## src/rtl/keypad_scanner_pkg.sv

```systemverilog
// Shared keypad definitions: matrix geometry, key-code width, the key codes
// the game controller interprets as cursor/move input, the scan FSM states
// and a helper that picks the lowest pressed key out of a bitmap.
package keypad_scanner_pkg;

  localparam int KB_ROWS    = 4;
  localparam int KB_COLS    = 4;
  localparam int KEY_CODE_W = 4;
  localparam int KEY_MAP_W  = KB_ROWS * KB_COLS;

  // Key codes are col*4 + row; these are the ones gomoku_main acts on.
  localparam logic [KEY_CODE_W-1:0] KEY_UP    = 4'd1;
  localparam logic [KEY_CODE_W-1:0] KEY_LEFT  = 4'd4;
  localparam logic [KEY_CODE_W-1:0] KEY_PLACE = 4'd5;
  localparam logic [KEY_CODE_W-1:0] KEY_RIGHT = 4'd6;
  localparam logic [KEY_CODE_W-1:0] KEY_DOWN  = 4'd9;

  typedef enum logic [0:0] {
    ST_SCAN   = 1'b0,
    ST_COMMIT = 1'b1
  } scan_state_e;

  // Index of the lowest set bit; zero when no bit is set.
  function automatic logic [KEY_CODE_W-1:0] lowest_key(input logic [KEY_MAP_W-1:0] bits);
    logic [KEY_CODE_W-1:0] idx;
    idx = {KEY_CODE_W{1'b0}};
    for (int i = KEY_MAP_W - 1; i >= 0; i--) begin
      if (bits[i]) begin
        idx = KEY_CODE_W'(i);
      end
    end
    return idx;
  endfunction

endpackage

```

## src/rtl/keypad_scanner_if.sv

```systemverilog
// Key event bus from the keypad scanner to the game controller.
interface keypad_scanner_if;
  import keypad_scanner_pkg::*;

  logic [KEY_MAP_W-1:0]  key_map;
  logic [KEY_CODE_W-1:0] key_code;
  logic                  key_valid;
  logic                  key_held;

  modport master (
    output key_map,
    output key_code,
    output key_valid,
    output key_held
  );

  modport slave (
    input key_map,
    input key_code,
    input key_valid,
    input key_held
  );

endinterface

```

## src/rtl/keypad_scanner_sync_2ff.sv

```systemverilog
// Two-flop synchronizer for the keypad row lines. Resets to all ones so the
// rows read as idle (pulled up, nothing pressed) straight out of reset.
module sync_2ff #(
  parameter int WIDTH = 4
) (
  input  logic             clk,
  input  logic             rst_n,
  input  logic [WIDTH-1:0] d,
  output logic [WIDTH-1:0] q
);

  logic [WIDTH-1:0] meta_r;
  logic [WIDTH-1:0] sync_r;

  // Two-stage capture of the asynchronous inputs.
  always_ff @(posedge clk or negedge rst_n) begin
    if (!rst_n) begin
      meta_r <= {WIDTH{1'b1}};
      sync_r <= {WIDTH{1'b1}};
    end else begin
      meta_r <= d;
      sync_r <= meta_r;
    end
  end

  assign q = sync_r;

endmodule

```

## src/rtl/keypad_scanner.sv

```systemverilog
// 4x4 matrix keypad scanner: walks the columns, samples the rows at the end
// of each column dwell, debounces the full 16-key bitmap across frames and
// emits one key_valid pulse per new press with the lowest new key's code.
module keypad_scanner
  import keypad_scanner_pkg::*;
#(
  parameter int SCAN_DIV        = 2500,
  parameter int DEBOUNCE_FRAMES = 2
) (
  input  logic               clk,
  input  logic               rst_n,
  input  logic [KB_ROWS-1:0] keyboard_row,
  output logic [KB_COLS-1:0] keyboard_col,
  keypad_scanner_if.master   key_if
);

  localparam int DW_W  = $clog2(SCAN_DIV);
  localparam int CNT_W = $clog2(DEBOUNCE_FRAMES + 1);
  localparam int COL_W = $clog2(KB_COLS);

  localparam logic [DW_W-1:0]    DWELL_LAST = DW_W'(SCAN_DIV - 1);
  localparam logic [CNT_W-1:0]   CNT_MAX    = CNT_W'(DEBOUNCE_FRAMES);
  localparam logic [CNT_W-1:0]   CNT_ARM    = CNT_W'(DEBOUNCE_FRAMES - 1);
  localparam logic [COL_W-1:0]   COL_LAST   = COL_W'(KB_COLS - 1);
  localparam logic [KB_COLS-1:0] COL_ONE    = KB_COLS'(1);

  // Synchronized rows, active-low like the pins.
  logic [KB_ROWS-1:0]    row_s;

  // Column sequencing.
  logic [DW_W-1:0]       dwell_r;
  logic [COL_W-1:0]      col_r;
  logic [COL_W-1:0]      col_next_s;
  logic [KB_COLS-1:0]    keyboard_col_r;
  logic                  dwell_end_s;
  logic                  frame_end_s;

  // Frame capture and debounce.
  logic [KEY_MAP_W-1:0]  raw_r;
  logic [KEY_MAP_W-1:0]  raw_next_s;
  logic [KEY_MAP_W-1:0]  prev_raw_r;
  logic [CNT_W-1:0]      stable_cnt_r;
  logic                  raw_same_s;
  logic                  settle_s;
  logic [KEY_MAP_W-1:0]  new_keys_s;

  // Scan FSM.
  scan_state_e           state_r;
  scan_state_e           state_next_s;
  logic                  commit_s;

  // Registered event outputs.
  logic [KEY_MAP_W-1:0]  key_map_r;
  logic [KEY_CODE_W-1:0] key_code_r;
  logic                  key_valid_r;

  sync_2ff #(
    .WIDTH(KB_ROWS)
  ) u_row_sync (
    .clk  (clk),
    .rst_n(rst_n),
    .d    (keyboard_row),
    .q    (row_s)
  );

  assign dwell_end_s = (dwell_r == DWELL_LAST);
  assign frame_end_s = dwell_end_s && (col_r == COL_LAST);

  // Column index for the next cycle; wraps 3 -> 0.
  always_comb begin
    col_next_s = col_r;
    if (dwell_end_s) begin
      if (col_r == COL_LAST) begin
        col_next_s = {COL_W{1'b0}};
      end else begin
        col_next_s = col_r + COL_W'(1);
      end
    end else begin
      col_next_s = col_r;
    end
  end

  // Dwell counter, column index and registered one-hot-low column drive.
  always_ff @(posedge clk or negedge rst_n) begin
    if (!rst_n) begin
      dwell_r        <= {DW_W{1'b0}};
      col_r          <= {COL_W{1'b0}};
      keyboard_col_r <= ~COL_ONE;
    end else begin
      if (dwell_end_s) begin
        dwell_r <= {DW_W{1'b0}};
      end else begin
        dwell_r <= dwell_r + DW_W'(1);
      end
      col_r          <= col_next_s;
      keyboard_col_r <= ~(COL_ONE << col_next_s);
    end
  end

  // Capture the active column's rows into the raw bitmap on the last dwell
  // cycle, once the column drive and synchronizer have settled.
  always_comb begin
    raw_next_s = raw_r;
    for (int c = 0; c < KB_COLS; c++) begin
      if (dwell_end_s && (col_r == COL_W'(c))) begin
        raw_next_s[c*KB_ROWS +: KB_ROWS] = ~row_s;
      end else begin
        raw_next_s[c*KB_ROWS +: KB_ROWS] = raw_r[c*KB_ROWS +: KB_ROWS];
      end
    end
  end

  // Raw bitmap register.
  always_ff @(posedge clk or negedge rst_n) begin
    if (!rst_n) begin
      raw_r <= {KEY_MAP_W{1'b0}};
    end else begin
      raw_r <= raw_next_s;
    end
  end

  // Scan FSM state register.
  always_ff @(posedge clk or negedge rst_n) begin
    if (!rst_n) begin
      state_r <= ST_SCAN;
    end else begin
      state_r <= state_next_s;
    end
  end

  // Scan FSM next state: one COMMIT cycle after the column-3 sample, while
  // column 0 of the next frame is already being driven.
  always_comb begin
    state_next_s = state_r;
    commit_s     = 1'b0;
    case (state_r)
      ST_SCAN: begin
        if (frame_end_s) begin
          state_next_s = ST_COMMIT;
        end else begin
          state_next_s = ST_SCAN;
        end
      end
      ST_COMMIT: begin
        state_next_s = ST_SCAN;
        commit_s     = 1'b1;
      end
      default: begin
        state_next_s = ST_SCAN;
      end
    endcase
  end

  assign raw_same_s = (raw_r == prev_raw_r);
  // The bitmap is accepted on the commit where the stable count reaches its
  // target; a saturated count never re-commits the same bitmap.
  assign settle_s   = commit_s && raw_same_s && (stable_cnt_r == CNT_ARM);
  assign new_keys_s = raw_r & ~key_map_r;

  // Frame-to-frame stability tracking, updated once per frame.
  always_ff @(posedge clk or negedge rst_n) begin
    if (!rst_n) begin
      prev_raw_r   <= {KEY_MAP_W{1'b0}};
      stable_cnt_r <= {CNT_W{1'b0}};
    end else begin
      if (commit_s) begin
        prev_raw_r <= raw_r;
        if (!raw_same_s) begin
          stable_cnt_r <= {CNT_W{1'b0}};
        end else if (stable_cnt_r < CNT_MAX) begin
          stable_cnt_r <= stable_cnt_r + CNT_W'(1);
        end else begin
          stable_cnt_r <= stable_cnt_r;
        end
      end else begin
        prev_raw_r   <= prev_raw_r;
        stable_cnt_r <= stable_cnt_r;
      end
    end
  end

  // Debounced key map and press event; releases only update the map.
  always_ff @(posedge clk or negedge rst_n) begin
    if (!rst_n) begin
      key_map_r   <= {KEY_MAP_W{1'b0}};
      key_code_r  <= {KEY_CODE_W{1'b0}};
      key_valid_r <= 1'b0;
    end else begin
      key_valid_r <= 1'b0;
      if (settle_s) begin
        key_map_r <= raw_r;
        if (|new_keys_s) begin
          key_code_r  <= lowest_key(new_keys_s);
          key_valid_r <= 1'b1;
        end else begin
          key_code_r <= key_code_r;
        end
      end else begin
        key_map_r  <= key_map_r;
        key_code_r <= key_code_r;
      end
    end
  end

  assign keyboard_col     = keyboard_col_r;
  assign key_if.key_map   = key_map_r;
  assign key_if.key_code  = key_code_r;
  assign key_if.key_valid = key_valid_r;
  assign key_if.key_held  = |key_map_r;

endmodule

```

## src/flat_wrapper.sv

```systemverilog
// flat-port wrapper written by rule: the top's interface ports become plain ports
module keypad_scanner_flat import keypad_scanner_pkg::*;
#(
  parameter int SCAN_DIV        = 2500,
  parameter int DEBOUNCE_FRAMES = 2
)
  (clk, rst_n, keyboard_row, keyboard_col, key_if_key_map, key_if_key_code, key_if_key_valid, key_if_key_held);
  keypad_scanner_if key_if_i ();
  input  logic clk;
  input  logic rst_n;
  input  logic [KB_ROWS-1:0] keyboard_row;
  output logic [KB_COLS-1:0] keyboard_col;
  output wire logic [$bits(key_if_i.key_map)-1:0] key_if_key_map;
  output wire logic [$bits(key_if_i.key_code)-1:0] key_if_key_code;
  output wire logic [$bits(key_if_i.key_valid)-1:0] key_if_key_valid;
  output wire logic [$bits(key_if_i.key_held)-1:0] key_if_key_held;
  assign key_if_key_map = key_if_i.key_map;
  assign key_if_key_code = key_if_i.key_code;
  assign key_if_key_valid = key_if_i.key_valid;
  assign key_if_key_held = key_if_i.key_held;
  keypad_scanner #(.SCAN_DIV(SCAN_DIV), .DEBOUNCE_FRAMES(DEBOUNCE_FRAMES)) u_core (.clk(clk), .rst_n(rst_n), .keyboard_row(keyboard_row), .keyboard_col(keyboard_col), .key_if(key_if_i));
endmodule
```

## config.mk

```make
export PLATFORM = sky130hd
export DESIGN_NAME = keypad_scanner_flat
export DESIGN_NICKNAME = d
export VERILOG_FILES = /design/src/rtl/keypad_scanner_pkg.sv /design/src/rtl/keypad_scanner_if.sv /design/src/rtl/keypad_scanner_sync_2ff.sv /design/src/rtl/keypad_scanner.sv /design/src/flat_wrapper.sv
export SDC_FILE = /design/constraint.sdc
export NUM_CORES = 1
export LEC_CHECK = 0
export ABC_AREA = 1
export BUFFER_PORTS_ARGS = -buffer_cell sky130_fd_sc_hd__buf_2
export CAP_MARGIN = 20
export CORE_AREA = 4 4 97 99
export CTS_BUF_LIST = sky130_fd_sc_hd__clkbuf_16
export CTS_CLUSTER_SIZE = 16
export DETAILED_ROUTE_END_ITERATION = 10
export DIE_AREA = 0 0 101 103
export GPL_TIMING_DRIVEN = 1
export PLACE_DENSITY = 0.6
export SYNTH_ARGS = -nofsm -noshare
export SYNTH_HDL_FRONTEND = slang
export SYNTH_SLANG_ARGS = --single-unit
```

## constraint.sdc

```tcl
create_clock -name clk -period 2.37 [get_ports clk]
set_input_delay 0.5925 -clock clk [delete_from_list [all_inputs] [get_ports clk]]
set_output_delay 0.5925 -clock clk [all_outputs]
set_load 0.01 [all_outputs]
```

==> impl_metrics.toml, run 1 <==
[outcome]
status = "completed"

[power]
p_sw_w = 0.0005637
pwr-share-seq = 0.509
vdd_drop_max_v = 0.0003835
intPower_w = 0.002224
power.density_nw_per_um2 = 650.5
combPwrFrac = 0.012
switching_share = 0.2022
clock_power_share = 0.479
power_leakage_nw = 2.156

[setup_path]
arrival_ns = 1.47
crit_start = "u_core.key_if.key_map[4]$_DFFE_PN0P_"
slowest_stage = "nor4_1"
r2r-start = "u_core.raw_r[3]$_DFFE_PN0P_"
critical_path_class = "flip-flop to output pin"
rr_endpoint = "u_core.key_if.key_map[0]$_DFFE_PN0P_"
critical_path.endpoint_type = "output pin"
critical_path.max_fanout = 4
cpPeakStageDelay_ns = 0.43
cp.required_ns = 1.78
cp-endpoint = "key_if_key_held"
r2r_cells = 10
path_cells = "nor4_1 > nand4_1 > buf_2"
rrSetupSlack_ns = 0.47
cp-start-kind = "flip-flop"

[placement]
numPortBuffers = 31
dp_hpwl_mm = 5.101
place_congestion = 0.7718
placed_cells = 552

[route]
dr.pass1.iters = 4
postRouteAntennaNets = 0
drt_wl_total_mm = 6.937
drcViolationCount = 0
drt_iter0_markers = 85
vias = 2693
avgViaCountPerCell = 4.741
routedWlPerCell_um = 12.21

[cts]
cts-buffers-inserted = 9
clockBufferDepth = 2
post_cts_buffers = 0
clockRootBuffer = "clkbuf_16"
cts-resized-gates = 0
holdBufCountCts = 0
clkSlewWorstSetupHoldPaths_ns = 0.06
cts_tree = "yes"
cts_htree_levels = 3
insertion_delay_ns = 0.33
clock-sinks = 82

[floorplanning]
coreArea_um2 = 8551
num_rows = 34
fp.dieH_um = 103
io_pins = 32
fp.dieW_um = 101
die-area_um2 = 10400
start_util = 0.4366

[job]
cap_violations = 0

[grt]
grt_usage = 0.1497
grt_pass1_wl_mm = 12.12
grt_overflow_total = 0
grt_max_degree = 46
grt_pass1_vias = 2570
antenna_found_initial = 0

[yosys]
syn_area_per_cell_um2 = 8.953
yosysWarnings = 0
synth_seq_cells = 82
syn_inst = 417
synth_cell_type_count = 34
syn-num-nets = 429
synth_edf_count = 0
synth_ff_type = "dfrtp_1"
yosysSeqAreaShare = 0.5533
synth-async-reset-ratio = 1.000
synth_area_um2 = 3734

[hold_path]
min_path_type = "input pin to async pin"

[timing]
max_freq_mhz = 484.4
tightest_slew_ns = 0.4822
rsz0062_at_grt = "no"
hold_violations = 0
fin_skew_ns = 0.007026
slew_violations = 0
finalCriticalPeriod_ns = 2.064
max_slew_margin = 0.6785
tns_ns = 0
setup_violations = 0
fin_crit_sh = 0.8711

[final_layout]
final_nets = 467
final_cells = 568
drive_gt1_frac = 0.2217
fillers = 837
diodes = 0
syn2layout_area_growth_pct = 14.78
## cells in the mapped netlist, types with 2 or more instances
cell / count / area, um^2
nand2_2: 6 / 37.54
nand3_1: 4 / 20.02
dfrtp_1: 71 / 1777
o21ai_1: 5 / 25.02
nor4_1: 5 / 31.28
nor2_1: 28 / 105.1
ha_1: 6 / 75.07
nand2_1: 120 / 450.4
xor2_1: 5 / 43.79
nor3_1: 5 / 25.02
dfstp_2: 11 / 289.0
inv_1: 47 / 176.4
o21ai_0: 37 / 185.2
nand4_1: 5 / 31.28
or2_2: 12 / 75.07
inv_2: 5 / 18.77
o21ai_2: 15 / 131.4
buf_12: 2 / 40.04
clkbuf_1: 2 / 7.510
nor3_2: 2 / 20.02
a21oi_1: 9 / 45.04
xnor2_1: 3 / 26.28
## critical path: cells and delay by family, from the launching register on
kind,cells,cell delay [ns]
simple gates,2,0.56
buf+inv,1,0.16
flops,1,0.41
## area by class of cell
| class | instances | area [um^2] | share of cell area |
|---|---|---|---|
| Multi-Input combinational cell | 275 | 1404 | 0.3276 |
| Tap cell | 108 | 135.1 | 0.03153 |
| Sequential cell | 82 | 2066 | 0.4820 |
| Clock inverter | 7 | 62.56 | 0.01460 |
| Inverter | 54 | 207.7 | 0.04847 |
| Timing Repair Buffer | 33 | 185.2 | 0.04321 |
| Clock buffer | 9 | 225.2 | 0.05255 |
## routing by layer
metal	vias up	part of all wire	track usage
li1	1398	-	-
met2	47	0.46	0.2334
met1	1238	0.48	0.2010
met5	-	0	0
met3	10	0.045	0.03112
met4	0	0.018	0.07055
## cells in the final DEF (no fill, tap or decap), drive strengths merged
| master | instances |
|---|---|
| a21oi | 9 |
| a31oi | 1 |
| and2 | 1 |
| buf | 33 |
| bufinv | 1 |
| clkbuf | 9 |
| clkinv | 4 |
| clkinvlp | 1 |
| dfrtp | 71 |
| dfstp | 11 |
| ha | 6 |
| inv | 55 |
| mux2 | 1 |
| nand2 | 126 |
| nand3 | 5 |
| nand4 | 5 |
| nor2 | 29 |
| nor3 | 7 |
| nor4 | 5 |
| o21ai | 57 |
| o21bai | 1 |
| o31ai | 1 |
| or2 | 13 |
| xnor2 | 3 |
| xor2 | 5 |
## registers in the layout, indices dropped and copies added (netlist names)
| signal | cells |
|---|---|
| u_core.u_row_sync.q | 4 |
| u_core.raw_r | 16 |
| u_core.keyboard_col | 4 |
| u_core.key_if.key_code | 4 |
| u_core.key_if.key_map | 16 |
| u_core.stable_cnt_r | 2 |
| u_core.prev_raw_r | 16 |
| u_core.dwell_r | 12 |
| u_core.state_r | 1 |
| u_core.u_row_sync.meta_r | 4 |
| u_core.col_r | 2 |
| u_core.key_if.key_valid | 1 |
## power by group through the flow
| stage | Clock [W] | Combinational, W | Sequential [W] |
|---|---|---|---|
| 2_1_floorplan | 0 | 0.00000000622 | 0.00144 |
| 3_3_place_gp | 0 | 0.0000369 | 0.00144 |
| 3_5_place_dp | 0 | 0.0000373 | 0.00144 |
| 4_1_cts | 0.00138 | 0.0000372 | 0.00142 |
| 5_1_grt | 0.00144 | 0.0000412 | 0.00142 |
| 6_report | 0.00134 | 0.0000341 | 0.00142 |
## how the worst min path moves through the flow
stage,start,end,slack (ns)
2_1_floorplan,rst_n,u_core.col_r[0]$_DFF_PN0_,0.30
3_3_place_gp,u_core.u_row_sync.meta_r[0]$_DFF_PN1_,u_core.u_row_sync.q[0]$_DFF_PN1_,0.35
3_5_place_dp,u_core.u_row_sync.meta_r[0]$_DFF_PN1_,u_core.u_row_sync.q[0]$_DFF_PN1_,0.35
4_1_cts,rst_n,u_core.key_if.key_map[4]$_DFFE_PN0P_,0.23
5_1_grt,rst_n,u_core.key_if.key_map[4]$_DFFE_PN0P_,0.25
6_report,rst_n,u_core.key_if.key_map[4]$_DFFE_PN0P_,0.22
## kinds of logic (layout without fill, tap and decap cells)
kind of cell | count (synthesis) | in the layout | share of synthesized area
muxes | 1 | 1 | 0.003016
buffers and inverters | 60 | 103 | 0.07071
AOI/OAI and AO/OA | 69 | 69 | 0.1093
xor gates and xnor gates | 8 | 8 | 0.01877
adders and majority gates | 6 | 6 | 0.02011
DFF | 82 | 82 | 0.5533
and+or+nand+nor | 191 | 191 | 0.2249
## through the flow
stage               utilization  power [W]  setup WS (ns)  hold WS, ns  instance area, um^2
finish                   0.5012   0.002788         0.3055       0.2165                 4285
global route             0.5012   0.002902         0.1517       0.2518                 4285
CTS                      0.5012   0.002834         0.2587       0.2330                 4285
detailed placement       0.4675   0.001480         0.4688       0.3468                 3998
global placement         0.4675   0.001480         0.4938       0.3463                 3998
floorplan                     -   0.001441         0.7059       0.2969                 3734
Power figures use the tool's default switching activity.
==> run 2, diff against run 1 <==
--- a/config.mk
+++ b/config.mk
@@ -6,15 +6,16 @@
 export NUM_CORES = 1
 export LEC_CHECK = 0
 export ABC_AREA = 1
-export BUFFER_PORTS_ARGS = -buffer_cell sky130_fd_sc_hd__buf_2
+export BUFFER_PORTS_ARGS = -buffer_cell sky130_fd_sc_hd__buf_4
 export CAP_MARGIN = 20
-export CORE_AREA = 4 4 97 99
+export CORE_AREA = 4 4 92 94
 export CTS_BUF_LIST = sky130_fd_sc_hd__clkbuf_16
 export CTS_CLUSTER_SIZE = 16
 export DETAILED_ROUTE_END_ITERATION = 10
-export DIE_AREA = 0 0 101 103
+export DIE_AREA = 0 0 96 98
 export GPL_TIMING_DRIVEN = 1
-export PLACE_DENSITY = 0.6
+export PLACE_DENSITY = 0.66
 export SYNTH_ARGS = -nofsm -noshare
 export SYNTH_HDL_FRONTEND = slang
 export SYNTH_SLANG_ARGS = --single-unit
+export TNS_END_PERCENT = 10
==> impl_metrics.toml, run 2 (synthesized netlist as in run 1, its figures left out) <==
[outcome]
status = "completed"

[cts]
holdBufCountCts = 0
insertion_delay_ns = 0.33
post_cts_buffers = 0
clkSlewWorstSetupHoldPaths_ns = 0.06
cts-buffers-inserted = 9
cts_tree = "yes"
clockRootBuffer = "clkbuf_16"
clock-sinks = 82
cts-resized-gates = 0
clockBufferDepth = 2
cts_htree_levels = 3

[setup_path]
path_cells = "nor4_1 > nand4_1 > buf_4"
arrival_ns = 1.48
cp-start-kind = "flip-flop"
slowest_stage = "nor4_1"
cp_num_buf_inv = 1
r2r-start = "u_core.dwell_r[0]$_DFF_PN0_"
rr_endpoint = "u_core.keyboard_col[0]$_DFF_PN0_"
crit_family = "simple AND/OR/NAND/NOR gates"
cpPeakStageDelay_ns = 0.41
cp.required_ns = 1.78
critical_path.endpoint_type = "output pin"
critical_path_class = "flip-flop to output pin"
r2r_cells = 8
rrSetupSlack_ns = 0.59
critical_path.max_fanout = 4

[placement]
dp_hpwl_mm = 5.040
numPortBuffers = 31
place_congestion = 0.7473

[grt]
grt_max_degree = 36
grt_overflow_total = 0
grt_pass1_wl_mm = 11.56
antenna_found_initial = 0
grt_usage = 0.1571
grt_pass1_vias = 2531

[hold_path]
min_path_type = "input pin to async pin"

[timing]
fin_skew_ns = 0.005507
tns_ns = 0
fin_crit_sh = 0.8746
hold_violations = 0
max_freq_mhz = 482.4
slew_violations = 0
rsz0062_at_grt = "no"
finalCriticalPeriod_ns = 2.073
setup_violations = 0
tightest_slew_ns = 0.3951
max_slew_margin = 0.7341

[route]
dr.pass1.iters = 4
drt_wl_total_mm = 6.808
drt_iter0_markers = 125
drcViolationCount = 0
routedWlPerCell_um = 12.09
postRouteAntennaNets = 0
avgViaCountPerCell = 4.865
vias = 2739

[floorplanning]
die-area_um2 = 9408
start_util = 0.4882
num_rows = 32
coreArea_um2 = 7647
io_pins = 32
fp.dieW_um = 96
fp.dieH_um = 98

[final_layout]
final_util = 0.5712
syn2layout_area_growth_pct = 16.99
diodes = 0
mostFrequentLayoutCell = "nand2_1"
final_nets = 468
final_cell_mix = "nand2_1 (120), dfrtp_1 (71), inv_1 (47), o21ai_0 (37), buf_4 (33)"
drive_gt1_frac = 0.2278

[job]
cap_violations = 0

[power]
power.density_nw_per_um2 = 643.3
vdd_drop_max_v = 0.0003969
power_leakage_nw = 2.168
finalPower_w = 0.002810
## run 2: routing by layer
layer  share of wire  vias up  global-route usage  wire length, um
met4           0.016        0             0.05580              110
met1            0.47     1273              0.2107             3195
li1                -     1406                   -                -
met5               0        -                   0                0
met2            0.47       49              0.2507             3207
met3           0.043       11             0.03236              295
## run 2: final cells by class
| cell class | instances | area (um^2) |
|---|---|---|
| repair buffers | 34 | 267.8 |
| inverters | 54 | 207.7 |
| flip-flops and latches | 82 | 2066 |
| clock inverters | 7 | 70.07 |
| well taps | 102 | 127.6 |
| multi-input cells | 275 | 1404 |
| fillers | 673 | 3279 |
| clock buffers | 9 | 225.2 |
## run 2: metrics by stage
step / hold slack (ns) / instances / setup WS [ns] / area (um^2)
after CTS: 0.1749 / 563 / 0.2488 / 4368
after floorplan: 0.2969 / 417 / 0.7059 / 3734
final: 0.1695 / 563 / 0.2972 / 4368
after global routing: 0.1899 / 563 / 0.2438 / 4368
after detailed placement: 0.3468 / 547 / 0.5662 / 4073
after global placement: 0.3456 / 547 / 0.6100 / 4073
## run 2: where the power goes
group	leakage (nW)	internal (W)	switching [W]	total [W]
sequential	1.09	0.00141	0.00000531	0.00142
combinational	0.928	0.00000958	0.0000279	0.0000375
clock	0.147	0.000813	0.000541	0.00135
## run 2: worst reg2reg max path, stage by stage, from the launching register on
cell      delay [ns]
dfrtp_1         0.39
ha_1            0.24
nand2_1         0.08
nor4_1          0.04
nand2_1         0.17
clkinv_1        0.25
o21ai_1         0.36
inv_1           0.10
nand2_1         0.07
## run 2: how the worst max path moves through the flow
stage	from	end	cells after the start	slack [ns]
after floorplan	u_core.raw_r[13]$_DFFE_PN0P_	u_core.key_if.key_map[15]$_DFFE_PN0P_	10	0.71
after global placement	u_core.raw_r[13]$_DFFE_PN0P_	u_core.key_if.key_map[4]$_DFFE_PN0P_	9	0.61
after detailed placement	u_core.dwell_r[0]$_DFF_PN0_	u_core.keyboard_col[0]$_DFF_PN0_	8	0.57
after CTS	u_core.key_if.key_map[4]$_DFFE_PN0P_	key_if_key_held	3	0.25
after global routing	u_core.key_if.key_map[4]$_DFFE_PN0P_	key_if_key_held	3	0.24
final	u_core.key_if.key_map[4]$_DFFE_PN0P_	key_if_key_held	3	0.30
==> run 3, diff against run 2 <==
--- a/config.mk
+++ b/config.mk
@@ -6,7 +6,7 @@
 export NUM_CORES = 1
 export LEC_CHECK = 0
 export ABC_AREA = 1
-export BUFFER_PORTS_ARGS = -buffer_cell sky130_fd_sc_hd__buf_4
+export BUFFER_PORTS_ARGS = -buffer_cell sky130_fd_sc_hd__buf_2
 export CAP_MARGIN = 20
 export CORE_AREA = 4 4 92 94
 export CTS_BUF_LIST = sky130_fd_sc_hd__clkbuf_16
==> impl_metrics.toml, run 3 (synthesized netlist as in run 1, its figures left out) <==
[grt]
antenna_found_initial = 0
grt_overflow_total = 0
grt_pass1_vias = 2666
grt_max_degree = 34
grt_pass1_wl_mm = 12.27
grt_usage = 0.1648

[floorplanning]
fp.dieW_um = 96
num_rows = 32
coreArea_um2 = 7647
io_pins = 32
start_util = 0.4882
fp.dieH_um = 98
die-area_um2 = 9408

[cts]
cts-resized-gates = 0
cts_htree_levels = 3
cts_tree = "yes"
clockBufferDepth = 2
clockRootBuffer = "clkbuf_16"
clkSlewWorstSetupHoldPaths_ns = 0.06
holdBufCountCts = 0
cts-buffers-inserted = 9
insertion_delay_ns = 0.33
clock-sinks = 82
post_cts_buffers = 0

[setup_path]
critical_path.max_fanout = 4
r2r_cells = 9
rr_endpoint = "u_core.key_if.key_map[1]$_DFFE_PN0P_"
crit_family = "simple AND/OR/NAND/NOR gates"
cp.required_ns = 1.78
critical_path.endpoint_type = "output pin"
path_cells = "nor4_1 > nand4_1 > buf_2"
cp-endpoint = "key_if_key_held"
cp_num_buf_inv = 1
path_depth = 3
cpPeakStageDelay_ns = 0.41
slowest_stage = "nor4_1"
r2r-start = "u_core.raw_r[13]$_DFFE_PN0P_"
critical_path_class = "flip-flop to output pin"
cp-start-kind = "flip-flop"
crit_start = "u_core.key_if.key_map[4]$_DFFE_PN0P_"
arrival_ns = 1.42
rrSetupSlack_ns = 0.57

[placement]
dp_slack_ns = 0.5653
place_congestion = 0.8099
numPortBuffers = 31
place_area_um2 = 3998
dp_hpwl_mm = 5.098

[final_layout]
diodes = 0
drive_gt1_frac = 0.2299
fillers = 704
final_area_um2 = 4293
seq_area_um2 = 2066
final_cell_mix = "nand2_1 (120), dfrtp_1 (71), inv_1 (47), o21ai_0 (37), buf_2 (30)"
multiInputGateArea_um2 = 1404
syn2layout_area_growth_pct = 14.98
final_nets = 468
mostFrequentLayoutCell = "nand2_1"

[route]
drcViolationCount = 0
postRouteAntennaNets = 0
drt_iter0_markers = 86
dr.pass1.iters = 4
drt_wl_total_mm = 6.897
routedWlPerCell_um = 12.25
vias = 2771
avgViaCountPerCell = 4.922

[power]
finalPower_w = 0.002802
vdd_drop_max_v = 0.0003580
power_leakage_nw = 2.161
power.density_nw_per_um2 = 652.6

[timing]
rsz0062_at_grt = "no"
max_freq_mhz = 496.3
whs_ns = 0.2009
fin_crit_sh = 0.8502
slew_violations = 0
setup_violations = 0
fin_skew_ns = 0.003677
setup_slack_ns = 0.3550
finalCriticalPeriod_ns = 2.015
hold_violations = 0
tns_ns = 0
tightest_slew_ns = 0.4376
max_slew_margin = 0.7083

[hold_path]
min_path_type = "input pin to async pin"

[job]
cap_violations = 0

[outcome]
status = "completed"
## run 3: worst min path at each step
| stage | to | slack [ns] | cells past startpoint |
|---|---|---|---|
| after floorplan | u_core.col_r[0]$_DFF_PN0_ | 0.30 | 0 |
| after global placement | u_core.u_row_sync.q[1]$_DFF_PN1_ | 0.35 | 0 |
| after detailed placement | u_core.u_row_sync.q[3]$_DFF_PN1_ | 0.35 | 0 |
| after CTS | u_core.key_if.key_map[7]$_DFFE_PN0P_ | 0.21 | 1 |
| after global routing | u_core.key_if.key_map[7]$_DFFE_PN0P_ | 0.23 | 1 |
| final | u_core.key_if.key_map[7]$_DFFE_PN0P_ | 0.20 | 1 |
## run 3: layer usage
metal	share of wire	wire (um)	vias to the layer above	GRT usage
met5	0	0	-	0
met4	0.011	76	0	0.05033
met3	0.046	315	7	0.04160
met2	0.47	3246	43	0.2645
met1	0.47	3258	1318	0.2183
li1	-	-	1403	-
## run 3: stage by stage
step                utilization  instances
floorplan                     -        417
global placement         0.5227        547
detailed placement       0.5227        547
CTS                      0.5614        563
global route             0.5614        563
finish                   0.5614        563
## run 3: final cells by class
type	instances	share of cell area
Clock buffer	10	0.05829
Clock inverter	6	0.01049
Inverter	54	0.04838
Multi-Input combinational cell	275	0.3270
Sequential cell	82	0.4812
Tap cell	102	0.02973
Timing Repair Buffer	34	0.04488
## run 3: where the power goes
| part | switching [W] | internal, W | leakage, nW |
|---|---|---|---|
| registers | 0.00000566 | 0.00141 | 1.09 |
| clock network | 0.000565 | 0.000783 | 0.145 |
| logic | 0.0000277 | 0.00000776 | 0.922 |
